===== src/rtl/multicycle_ctrl.sv =====
// Multicycle RV32 control unit: FETCH/DECODE/EXEC/MEM/WB sequencer with a sticky TRAP state.
// Operand controls are latched when the instruction is fetched. Strobes are decoded from the current state.
module multicycle_ctrl (
    input  logic        clk,
    input  logic        reset,
    output logic        imem_req,
    input  logic        imem_ack,
    input  logic [31:0] imem_rdata,
    output logic [31:0] Instr,
    output logic        dmem_req,
    output logic        dmem_we,
    input  logic        dmem_ack,
    input  logic        Zero,
    output logic        RegWrite,
    output logic        ALUSrc,
    output logic [1:0]  ImmSrc,
    output logic [1:0]  ResultSrc,
    output logic [3:0]  ALUControl,
    output logic        pc_write,
    output logic        pc_src,
    output logic        illegal
);

    typedef enum logic [2:0] {
        S_FETCH  = 3'd0,
        S_DECODE = 3'd1,
        S_EXEC   = 3'd2,
        S_MEM    = 3'd3,
        S_WB     = 3'd4,
        S_TRAP   = 3'd5
    } state_t;

    typedef enum logic [2:0] {
        C_BAD  = 3'd0,
        C_R    = 3'd1,
        C_I    = 3'd2,
        C_LW   = 3'd3,
        C_SW   = 3'd4,
        C_BEQ  = 3'd5,
        C_JAL  = 3'd6
    } cls_t;

    typedef struct packed {
        logic       alu_src;
        logic [1:0] imm_src;
        logic [3:0] alu_ctl;
    } ctrl_t;

    localparam logic [3:0] ALU_ADD = 4'b0000;
    localparam logic [3:0] ALU_SUB = 4'b0001;
    localparam logic [3:0] ALU_AND = 4'b0010;
    localparam logic [3:0] ALU_OR  = 4'b0011;
    localparam logic [3:0] ALU_XOR = 4'b0100;
    localparam logic [3:0] ALU_SLT = 4'b0101;
    localparam logic [3:0] ALU_SLL = 4'b0110;
    localparam logic [3:0] ALU_SRL = 4'b0111;
    localparam logic [3:0] ALU_SRA = 4'b1000;

    function automatic cls_t classify(input logic [6:0] opcode);
        cls_t c;
        case (opcode)
            7'b0110011: c = C_R;
            7'b0010011: c = C_I;
            7'b0000011: c = C_LW;
            7'b0100011: c = C_SW;
            7'b1100011: c = C_BEQ;
            7'b1101111: c = C_JAL;
            default:    c = C_BAD;
        endcase
        return c;
    endfunction

    // funct7[5] only matters for SUB on R-type and for the arithmetic right shift.
    function automatic logic [3:0] alu_decode(input logic [2:0] f3, input logic f7b5, input logic is_r);
        logic [3:0] op;
        case (f3)
            3'b000:  op = (is_r && f7b5) ? ALU_SUB : ALU_ADD;
            3'b001:  op = ALU_SLL;
            3'b010:  op = ALU_SLT;
            3'b011:  op = ALU_SLT;
            3'b100:  op = ALU_XOR;
            3'b101:  op = f7b5 ? ALU_SRA : ALU_SRL;
            3'b110:  op = ALU_OR;
            3'b111:  op = ALU_AND;
            default: op = ALU_ADD;
        endcase
        return op;
    endfunction

    function automatic ctrl_t ctrl_decode(input logic [31:0] ins);
        ctrl_t r;
        r = '0;
        case (classify(ins[6:0]))
            C_R:     r = '{alu_src: 1'b0, imm_src: 2'b00, alu_ctl: alu_decode(ins[14:12], ins[30], 1'b1)};
            C_I:     r = '{alu_src: 1'b1, imm_src: 2'b00, alu_ctl: alu_decode(ins[14:12], ins[30], 1'b0)};
            C_LW:    r = '{alu_src: 1'b1, imm_src: 2'b00, alu_ctl: ALU_ADD};
            C_SW:    r = '{alu_src: 1'b1, imm_src: 2'b01, alu_ctl: ALU_ADD};
            C_BEQ:   r = '{alu_src: 1'b0, imm_src: 2'b10, alu_ctl: ALU_SUB};
            C_JAL:   r = '{alu_src: 1'b0, imm_src: 2'b11, alu_ctl: ALU_ADD};
            default: r = '0;
        endcase
        return r;
    endfunction

    state_t      state_q, state_d;
    cls_t        cls_q;
    ctrl_t       ctrl_q;
    logic [31:0] instr_q;
    logic        illegal_q;
    logic        fetch_done_s;

    assign fetch_done_s = (state_q == S_FETCH) && imem_ack;

    // State register; reset forces FETCH asynchronously, aborting any access in flight.
    always_ff @(posedge clk or negedge reset) begin
        if (!reset) begin
            state_q <= S_FETCH;
        end else begin
            state_q <= state_d;
        end
    end

    // Instruction and its operand controls are captured together on the fetch acknowledge.
    always_ff @(posedge clk or negedge reset) begin
        if (!reset) begin
            instr_q <= 32'h0000_0000;
            cls_q   <= C_BAD;
            ctrl_q  <= '0;
        end else if (fetch_done_s) begin
            instr_q <= imem_rdata;
            cls_q   <= classify(imem_rdata[6:0]);
            ctrl_q  <= ctrl_decode(imem_rdata);
        end else begin
            instr_q <= instr_q;
            cls_q   <= cls_q;
            ctrl_q  <= ctrl_q;
        end
    end

    // Sticky illegal flag, raised when DECODE rejects the opcode.
    always_ff @(posedge clk or negedge reset) begin
        if (!reset) begin
            illegal_q <= 1'b0;
        end else if ((state_q == S_DECODE) && (cls_q == C_BAD)) begin
            illegal_q <= 1'b1;
        end else begin
            illegal_q <= illegal_q;
        end
    end

    // Next-state selection.
    always_comb begin
        state_d = state_q;
        case (state_q)
            S_FETCH:  state_d = imem_ack ? S_DECODE : S_FETCH;
            S_DECODE: state_d = (cls_q == C_BAD) ? S_TRAP : S_EXEC;
            S_EXEC: begin
                case (cls_q)
                    C_LW, C_SW: state_d = S_MEM;
                    C_BEQ:      state_d = S_FETCH;
                    C_R, C_I, C_JAL: state_d = S_WB;
                    default:    state_d = S_TRAP;
                endcase
            end
            S_MEM: begin
                if (dmem_ack) begin
                    state_d = (cls_q == C_LW) ? S_WB : S_FETCH;
                end else begin
                    state_d = S_MEM;
                end
            end
            S_WB:     state_d = S_FETCH;
            S_TRAP:   state_d = S_TRAP;
            default:  state_d = S_FETCH;
        endcase
    end

    // Per-state strobes; imem_req is gated by reset so nothing is requested while held in reset.
    always_comb begin
        imem_req  = 1'b0;
        dmem_req  = 1'b0;
        dmem_we   = 1'b0;
        RegWrite  = 1'b0;
        pc_write  = 1'b0;
        pc_src    = 1'b0;
        ResultSrc = 2'b00;
        case (state_q)
            S_FETCH: imem_req = reset;
            S_EXEC: begin
                if (cls_q == C_BEQ) begin
                    pc_write = 1'b1;
                    pc_src   = Zero;
                end else begin
                    pc_write = 1'b0;
                end
            end
            S_MEM: begin
                dmem_req = 1'b1;
                dmem_we  = (cls_q == C_SW);
                if (dmem_ack && (cls_q == C_SW)) begin
                    pc_write = 1'b1;
                end else begin
                    pc_write = 1'b0;
                end
            end
            S_WB: begin
                RegWrite = 1'b1;
                pc_write = 1'b1;
                pc_src   = (cls_q == C_JAL);
                case (cls_q)
                    C_LW:    ResultSrc = 2'b01;
                    C_JAL:   ResultSrc = 2'b10;
                    default: ResultSrc = 2'b00;
                endcase
            end
            default: imem_req = 1'b0;
        endcase
    end

    assign Instr      = instr_q;
    assign ALUSrc     = ctrl_q.alu_src;
    assign ImmSrc     = ctrl_q.imm_src;
    assign ALUControl = ctrl_q.alu_ctl;
    assign illegal    = illegal_q;

endmodule


===== config.mk =====
export PLATFORM = sky130hd
export DESIGN_NAME = multicycle_ctrl
export DESIGN_NICKNAME = d
export VERILOG_FILES = /design/src/rtl/multicycle_ctrl.sv
export SDC_FILE = /design/constraint.sdc
export NUM_CORES = 1
export LEC_CHECK = 0
export CORE_MARGIN = 1.5
export CORE_UTILIZATION = 45
export CTS_BUF_LIST = sky130_fd_sc_hd__clkbuf_4 sky130_fd_sc_hd__clkbuf_8
export DETAILED_ROUTE_END_ITERATION = 6
export GPL_TIMING_DRIVEN = 0
export PLACE_DENSITY = 0.8
export RECOVER_POWER = 100
export SLEW_MARGIN = 20
export SYNTH_ARGS = -nofsm -noshare
export SYNTH_HDL_FRONTEND = slang
export SYNTH_SLANG_ARGS = --single-unit

===== constraint.sdc =====
create_clock -name clk -period 2.3 [get_ports clk]
set_input_delay 0.46 -clock clk [delete_from_list [all_inputs] [get_ports clk]]
set_output_delay 0.46 -clock clk [all_outputs]
set_load 0.01 [all_outputs]

==> impl_metrics.yaml, run 1 <==
timing:
  worst_slew_pin_slew_ps: 547
  hold_viol_final: 0
  period_share: 0.940
  min_period_ps: 2160
  max_freq_mhz: 462
  finalSetupViolations: 0
  skew_ps: 8.19
  rsz0062_at_grt: "no"
  slew-limit-headroom: 0.633
  fin_setup_tns_ps: 0
  slew_viol_final: 0
power_and_ir_drop:
  p_per_area_nw_per_um2: 950
  vdd_drop_max_mv: 0.567
  leakage_nw: 1.51
outcome:
  status: "finished clean"
cells_and_area:
  nFillCells: 416
  nets: 377
  drive_gt1_frac: 0.0733
  area_growth_pct: 46.1
  fin_util: 0.679
  layout.cells.non_filler: 395
  num_antenna_cells: 0
clock_network:
  clkLatencyLatePin_ps: 300
  cts_sinks: 46
  htree_levels: 2
  clk_pin_slew_ps: 80
  cts_buffers: 5
  clock-root-buffer: "clkbuf_8"
  cts_tree: "yes"
  cts_hold_buf: 0
  clk_path_buf_depth: 2
worst_setup_path:
  cp-start-kind: "register"
  crit_arrival_ps: 1700
  endpoint_kind: "output pin"
  crit_type: "register to output pin"
  r2r_slack_ps: 330
  critPathRequiredTime_ps: 1840
  critPathMaxFanout: 10
drt:
  drcViolationCount: 0
  drt-total-wl_mm: 5.32
  firstDrtPassIters: 4
  ant_nets: 0
  drtIter0Drc: 127
  wl_per_cell_microns: 13.5
  vias: 2010
  via_per_inst: 5.09
yosys:
  syn_inst: 251
  synth_area_sq_um: 2180
  synth_async_sr_flop_share: 1.00
  avgSynthCellArea_sq_um: 8.69
  yosys_warnings: 0
  synth_seq_cells: 46
  synth-edff-count: 0
  yosysUniqueCellTypes: 42
  syn_nets: 288
  synth_flop_cell: "dfrtp_1"
  seq_area_frac_synth: 0.528
die:
  core.rowCount: 25
  start_util: 0.465
  die-area_sq_um: 5270
  die_h_microns: 72.6
  fp.dieW_microns: 72.6
  core_area_sq_um: 4690
  ios: 85
placement:
  dp_cells: 387
  dp_hpwl_mm: 3.92
  port_buffers: 81
  gp_congestion: 0.856
global_routing:
  grt_usage: 0.219
  grt_pass1_wl_mm: 9.09
  grt_overflow: 0
  grt_max_degree: 25
  grt_pass1_vias: 1994
  antenna_found_initial: 0
hold_path:
  hold_class: "input pin to async pin"
job:
  maxCapViolCount: 0
## timing repair
action,in CTS,in global routing
pin swaps,2,0
gates resized for setup,19,2
setup endpoints to repair,8,1
setup buffers,1,0
## metrics by stage
| stage | setup WS (ps) | instance area [sq um] | hold slack [ps] | power (W) |
|---|---|---|---|---|
| after CTS | 7.61 | 3210 | 14.8 | 0.00319 |
| after global routing | 35.8 | 3190 | 13.5 | 0.00326 |
| after detailed placement | -239 | 3080 | 462 | 0.00266 |
| after floorplan | 361 | 2180 | 164 | 0.00187 |
| after global placement | -1580 | 3060 | 454 | 0.00262 |
| final | 137 | 3190 | 10.6 | 0.00303 |
## critical path: stages (launching register included)
cell and delay (ps):
dfrtp_1 390, clkbuf_8 170, nor3b_4 210, dlygate4sd3_1 640
## logic make-up (layout without fill, tap and decap cells)
logic type	count (synthesis)	after routing	synth area share
simple gates	143	143	0.289
flops	46	46	0.528
compound gates	37	37	0.119
buf+inv	20	110	0.0425
xor+xnor	3	3	0.0121
mux	2	2	0.00975
## flip-flops by register name, indices dropped and copies added (netlist names)
signal and count:
ImmSrc 2, state_q 3, illegal 1, Instr 32, cls_q 3, ALUSrc 1, ALUControl 4
## where the power goes
part	leakage (nW)	total, W	switching [W]	internal (W)
Combinational	0.888	0.00127	0.000614	0.000659
Clock	0.0441	0.000492	0.000278	0.000214
Sequential	0.580	0.00126	0.000160	0.00110
Total	1.51	0.00303	0.00105	0.00197
## layout by cell type (no fill, tap or decap), types with 2 or more instances in the layout
cell type,synthesis,layout
a31oi_1,4,4
xor2_1,2,2
nand2b_1,3,3
inv_1,2,2
nor4bb_1,2,2
clkdlybuf4s50_1,0,32
buf_4,0,2
nor2b_1,3,2
nand2_1,108,108
dfrtp_1,46,45
a211oi_1,2,2
dlygate4sd2_1,0,5
o21ai_0,12,12
a31o_2,2,2
clkbuf_8,0,6
nor2_1,7,6
nor3b_1,4,3
dlygate4sd3_1,0,42
or3_1,2,2
a21oi_1,4,4
nor4b_1,2,2
nor3_1,6,6
buf_6,2,2
clkbuf_1,13,12
## final cells by class
cell class	count	area [sq um]	area share
well taps	54	67.6	0.0212
repair buffers	83	841	0.264
clock inverters	3	21.3	0.00668
multi-input cells	185	940	0.295
inverters	2	7.51	0.00236
clock buffers	5	68.8	0.0216
flip-flops and latches	46	1150	0.362
plain buffers	17	87.6	0.0275
## path summary, 6_finish.rpt
| path | start | end | depth (start not counted) |
|---|---|---|---|
| setup / recovery | state_q[1]$_DFF_PN0_ | RegWrite | 3 |
| hold / removal | reset | state_q[2]$_DFF_PN0_ | 1 |
| setup reg to reg | state_q[2]$_DFF_PN0_ | ALUControl[2]$_DFFE_PN0P_ | 6 |
| hold reg to reg | illegal$_DFFE_PN0P_ | illegal$_DFFE_PN0P_ | 1 |
| max in group asynchronous | reset | state_q[0]$_DFF_PN0_ | 2 |
| min in group clk | illegal$_DFFE_PN0P_ | illegal$_DFFE_PN0P_ | 1 |
## synthesized netlist by cell type (all sizes together) (3+ instances only)
| master | n | share of area |
|---|---|---|
| o21ai | 12 | 0.028 |
| clkbuf | 13 | 0.022 |
| nand2b | 4 | 0.015 |
| a31oi | 4 | 0.011 |
| nor3 | 6 | 0.014 |
| nor2b | 3 | 0.0086 |
| nor2 | 7 | 0.012 |
| nor3b | 4 | 0.014 |
| buf | 5 | 0.017 |
| a21oi | 4 | 0.0092 |
| nand2 | 108 | 0.19 |
| dfrtp | 46 | 0.53 |
## routing by layer
layer,part of all wire,wire length [microns],track usage
met5,0,0,0
met4,0.014,74,0.0629
met3,0.053,281,0.0511
met2,0.49,2590,0.354
met1,0.45,2380,0.297
(Power assumes the default switching activity.)
==> run 2, diff against run 1 <==
- CAP_MARGIN: not set -> 0
==> results of run 2 <==
Same layout as run 1: the final DEF is identical, and so are final timing and power.
